==> src/rtl/viterbi_pkg.sv <==
// rtl/viterbi_pkg.sv - shared convolutional code constants and types
package viterbi_pkg;
   localparam int         K_DEF  = 3;
   localparam logic [2:0] G0_DEF = 3'b111;
   localparam logic [2:0] G1_DEF = 3'b101;

   typedef enum logic [1:0] {IDLE, DATA, TAIL} enc_state_t;
   typedef logic [1:0] symbol_t;
endpackage

==> src/rtl/conv_parity.sv <==
// rtl/conv_parity.sv - parity of the encoder window masked by one generator
module conv_parity #(
   parameter int K = 3
) (
   input  logic [K-1:0] u_i,
   input  logic [K-1:0] g_i,
   output logic         p_o
);
   assign p_o = ^(u_i & g_i);
endmodule

==> src/rtl/conv_frame_encoder.sv <==
// rtl/conv_frame_encoder.sv - rate-1/2 convolutional encoder with zero-tail frame termination
module conv_frame_encoder
   import viterbi_pkg::*;
#(
   parameter int             K         = K_DEF,
   parameter logic [K-1:0]   G0        = K'(G0_DEF),
   parameter logic [K-1:0]   G1        = K'(G1_DEF),
   parameter int             FRAME_LEN = 64
) (
   input  logic       clk,
   input  logic       rst,
   input  logic       enable_i,
   input  logic       d_in,
   output logic       ready_o,
   output logic       valid_o,
   output logic [1:0] d_out,
   output logic       sof_o,
   output logic       eof_o
);
   localparam int CW = $clog2(FRAME_LEN + 1);
   localparam int TW = $clog2(K);
   localparam logic [CW-1:0] LAST_CNT  = CW'(FRAME_LEN - 1);
   localparam logic [TW-1:0] LAST_TAIL = TW'(K - 2);

   if (K < 3 || K > 7) begin : g_bad_k
      $error("conv_frame_encoder: K must be within 3..7");
   end
   if (FRAME_LEN < 1) begin : g_bad_len
      $error("conv_frame_encoder: FRAME_LEN must be at least 1");
   end

   enc_state_t    state_q, state_d;
   logic [K-2:0]  sr_q, sr_d;
   logic [CW-1:0] cnt_q, cnt_d;
   logic [TW-1:0] tail_q, tail_d;
   symbol_t       dout_q, dout_d;
   logic          valid_q, valid_d;
   logic          sof_q, sof_d;
   logic          eof_q, eof_d;

   logic          accept;
   logic          x;
   logic [K-1:0]  u;
   logic          p0, p1;

   assign ready_o = (state_q != TAIL);
   assign accept  = enable_i && ready_o;
   // Tail cycles shift zeros in so the trellis ends in state 0.
   assign x       = (state_q == TAIL) ? 1'b0 : d_in;
   assign u       = {x, sr_q};

   conv_parity #(.K(K)) u_par_g0 (.u_i(u), .g_i(G0), .p_o(p0));
   conv_parity #(.K(K)) u_par_g1 (.u_i(u), .g_i(G1), .p_o(p1));

   always_comb begin
      state_d = state_q;
      sr_d    = sr_q;
      cnt_d   = cnt_q;
      tail_d  = tail_q;
      dout_d  = dout_q;
      valid_d = 1'b0;
      sof_d   = 1'b0;
      eof_d   = 1'b0;
      case (state_q)
         IDLE: begin
            if (accept) begin
               valid_d = 1'b1;
               sof_d   = 1'b1;
               dout_d  = {p0, p1};
               sr_d    = u[K-1:1];
               if (FRAME_LEN == 1) begin
                  cnt_d   = '0;
                  state_d = TAIL;
               end else begin
                  cnt_d   = CW'(1);
                  state_d = DATA;
               end
            end
         end
         DATA: begin
            if (accept) begin
               valid_d = 1'b1;
               dout_d  = {p0, p1};
               sr_d    = u[K-1:1];
               if (cnt_q == LAST_CNT) begin
                  cnt_d   = '0;
                  state_d = TAIL;
               end else begin
                  cnt_d = cnt_q + CW'(1);
               end
            end
         end
         TAIL: begin
            valid_d = 1'b1;
            dout_d  = {p0, p1};
            if (tail_q == LAST_TAIL) begin
               eof_d   = 1'b1;
               tail_d  = '0;
               sr_d    = '0;
               state_d = IDLE;
            end else begin
               tail_d = tail_q + TW'(1);
               sr_d   = u[K-1:1];
            end
         end
         default: state_d = IDLE;
      endcase
   end

   always_ff @(posedge clk or posedge rst) begin
      if (rst) begin
         state_q <= IDLE;
         sr_q    <= '0;
         cnt_q   <= '0;
         tail_q  <= '0;
         dout_q  <= '0;
         valid_q <= 1'b0;
         sof_q   <= 1'b0;
         eof_q   <= 1'b0;
      end else begin
         state_q <= state_d;
         sr_q    <= sr_d;
         cnt_q   <= cnt_d;
         tail_q  <= tail_d;
         dout_q  <= dout_d;
         valid_q <= valid_d;
         sof_q   <= sof_d;
         eof_q   <= eof_d;
      end
   end

   assign valid_o = valid_q;
   assign d_out   = dout_q;
   assign sof_o   = sof_q;
   assign eof_o   = eof_q;
endmodule
==> config.mk <==
export PLATFORM = sky130hd
export DESIGN_NAME = conv_frame_encoder
export DESIGN_NICKNAME = d
export VERILOG_FILES = /design/src/rtl/viterbi_pkg.sv /design/src/rtl/conv_parity.sv /design/src/rtl/conv_frame_encoder.sv
export SDC_FILE = /design/constraint.sdc
export NUM_CORES = 1
export LEC_CHECK = 0
export CORE_ASPECT_RATIO = 1.1
export CORE_MARGIN = 4
export CORE_UTILIZATION = 34
export CTS_CLUSTER_SIZE = 10
export DETAILED_ROUTE_END_ITERATION = 10
export RECOVER_POWER = 25
export SKIP_CTS_REPAIR_TIMING = 1
export SLEW_MARGIN = 10
export SYNTH_ARGS = -nofsm -noshare
export SYNTH_HDL_FRONTEND = slang
export SYNTH_SLANG_ARGS = --single-unit
==> constraint.sdc <==
create_clock -name clk -period 1.5 [get_ports clk]
set_clock_uncertainty 0.15 [all_clocks]
set_input_delay 0.15 -clock clk [delete_from_list [all_inputs] [get_ports clk]]
set_output_delay 0.15 -clock clk [all_outputs]
set_load 0.02 [all_outputs]
==> metrics.txt <==
Storage cell area 450 um^2; synthesized flop and latch total 18; DRC 0; crit end category flip-flop; Post-DP HPWL 1390 um; critical path class reg -> reg; cell area after layout 1120 um^2; largest net degree at the start of global routing 19; Final Slew Violations 0; DRT Pass-1 Iters 5; Place WS -55.0 ps; Num CTS Buffers 3; WL final between 1500 and 2000 um; crit-path max cell delay 400 ps; sequential fraction of the synthesis area 51.6%; num rows 18; worst vdd ir 773 uV; Avg WL per Cell 13.4 um; area of the multi-input gates 378 um^2; fin util between 40% and 50%; status finished clean; CP max FO 3; nets approximately 120; worst min path class in -> async; Post-Syn Area slightly below 900 um^2; smallest hold slack 310 ps; post-placement cell area between 1000 and 1500 um^2; gr ovfl total 0; initial detailed-routing violation count 12; cell area power density 1660 nW/um^2; # fillers 233; Root Driver clkbuf_4; net count after synthesis 91; power consumption 1.86 mW; post-synthesis instance total 86; arrival time at the worst endpoint 1460 ps; Rel. slew slack between 30% and 40%; clock slew at the register clock pins of the worst setup and hold paths approximately 100 ps; total track usage 12.7%; final setup vio count 0; clk_lat worst skew a little under 300 ps; initial antenna violation count 0; CTS Sinks 18; Hold Vio Cnt, Final 0; vias per cell 5.13; Initial Utilization 37.2%; I/O pin cnt 10; slowest CP cell dfrtp_1; Diodes inserted 0; Final WS setup 59.9 ps; RD Place Congestion 0.810; CTS Buffer Depth 2; Mapped Avg Cell Area 10.1 um^2; leakage power figure around 0.57 nW; Core ar. 2340 um^2; die area 3440 um^2; f_max 694 MHz; die width 56.3 um; CTS tree yes; worst path cell trace ha_2 > buf_4 > nand3_1 > mux2i_1 > o22ai_1; first-pass GRT wire length 3310 um; share of cells above drive strength 1 roughly 22%; dpl cells 135; final cell count without fillers 138; Unique masters post-synth 28; min cycle time layout between 1000 and 1500 ps; Port Buffers 9; RSZ-0062 raised after global routing false; Die Span Y 61.1 um; Setup TNS Final 0 ps; area added between synthesis and finish 29.0%; H-tree levels 1; Slew @ Worst Pin between 1000 and 1500 ps; Yosys warning count 0; vias in the first global route 724; total number of vias ~700; startpoint types flip-flop; Final ANT Viol Nets 0; CP required 1520 ps; max-cap violation count 0; fin crit share 96.0%
-- cell usage after synthesis --
master / count / area share (%)
buf_2: 3 / 1.7
xnor2_1: 2 / 2.0
nor2_1: 4 / 1.7
a21boi_0: 1 / 0.86
o41ai_1: 2 / 2.0
nand2_1: 9 / 3.9
nor2b_1: 2 / 1.4
inv_1: 8 / 3.4
or4_4: 1 / 1.3
o22ai_1: 3 / 2.2
nand3_1: 6 / 3.4
a21oi_1: 2 / 1.1
a31oi_1: 3 / 2.2
and2b_2: 1 / 1.0
o21ai_0: 5 / 2.9
nand4bb_1: 1 / 1.3
o211ai_2: 1 / 1.4
mux2i_1: 2 / 2.3
a22oi_1: 2 / 1.7
nor4_2: 1 / 1.4
nor3b_1: 1 / 0.86
o32a_1: 1 / 1.1
nand2b_1: 3 / 2.2
nand3b_1: 1 / 0.86
buf_6: 1 / 1.3
dfrtp_1: 18 / 52
a41o_2: 1 / 1.3
ha_1: 1 / 1.4
-- cell usage in the layout, fill, tap and decap left out, drive strengths merged --
cell	instances
dfrtp	18
or4	1
nand3b	1
and2b	1
nand3	6
o22ai	3
nor2	4
nor4	1
mux2i	2
dlymetal6s2s	6
nand2b	3
inv	8
clkdlybuf4s50	3
a21boi	1
clkbuf	4
nor2b	2
nor3b	1
ha	1
o211ai	1
o41ai	2
a41o	1
nand4bb	1
a31oi	3
buf	13
nand2	9
a21oi	2
a22oi	2
o32a	1
xnor2	2
o21ai	5
-- critical path: cells and delay by family (launching register included) --
kind	cells	cell delay (ps)
DFF	1	400
muxes	1	230
adders and majority gates	1	200
buffers and inverters	1	140
AOI/OAI and AO/OA	1	110
and+or+nand+nor	1	100
-- kinds of logic (layout without fill, tap and decap cells) --
group | after synthesis | in the layout | share of synthesized area, %
flip-flops | 18 | 18 | 51.6
AO/OA/AOI/OAI | 21 | 21 | 16.8
AND/OR/NAND/NOR | 30 | 30 | 19.4
buffers and inverters | 12 | 34 | 6.46
multiplexers | 2 | 2 | 2.30
adder cells (fa/ha/maj) | 1 | 1 | 1.43
XOR/XNOR | 2 | 2 | 2.01
-- power breakdown --
part / internal [mW] / switching [mW] / leakage, nW / total [mW]
sequential: 0.632 / 0.126 / 0.216 / 0.759
clock: 0.0934 / 0.145 / 0.0138 / 0.238
combinational: 0.423 / 0.443 / 0.343 / 0.867
total: 1.15 / 0.714 / 0.573 / 1.86
-- state kept, by name, summed over array words and instances, names as in the netlist --
name	flops
cnt_q	7
d_out	2
sr_q	2
state_q	2
tail_q	2
eof_o	1
sof_o	1
valid_o	1
-- area by class of cell --
class,count,share of cell area [%]
clock buffer,3,2.00
inverter,8,2.67
multi-input combinational,56,33.6
sequential,18,40.0
tap,30,3.34
timing repair buffer,23,18.4
-- path summary, 6_finish.rpt --
check                           cells after the start                  start  slack, ps                     to
worst min register to register                      2  tail_q[1]$_DFFE_PP0P_        370  tail_q[1]$_DFFE_PP0P_
max in group asynchronous                           3                    rst        290    sr_q[1]$_DFFE_PP0P_
worst max-delay path                                5   cnt_q[0]$_DFFE_PP0P_         60   cnt_q[4]$_DFFE_PP0P_
min in group clk                                    2  tail_q[1]$_DFFE_PP0P_        370  tail_q[1]$_DFFE_PP0P_
worst min-delay path                                3                    rst        310   d_out[1]$_DFFE_PP0P_
worst max register to register                      5   cnt_q[0]$_DFFE_PP0P_         60   cnt_q[4]$_DFFE_PP0P_
-- routing by layer --
layer	share of wire, %	routed length, um	vias to the layer above	GRT usage, %
met5	0	0	-	0
met4	2.0	37	0	7.12
met3	3.4	63	4	2.94
met2	45	828	13	19.7
met1	50	927	341	16.6
li1	-	-	350	-
No activity file was read; power rests on OpenSTA's default activity.
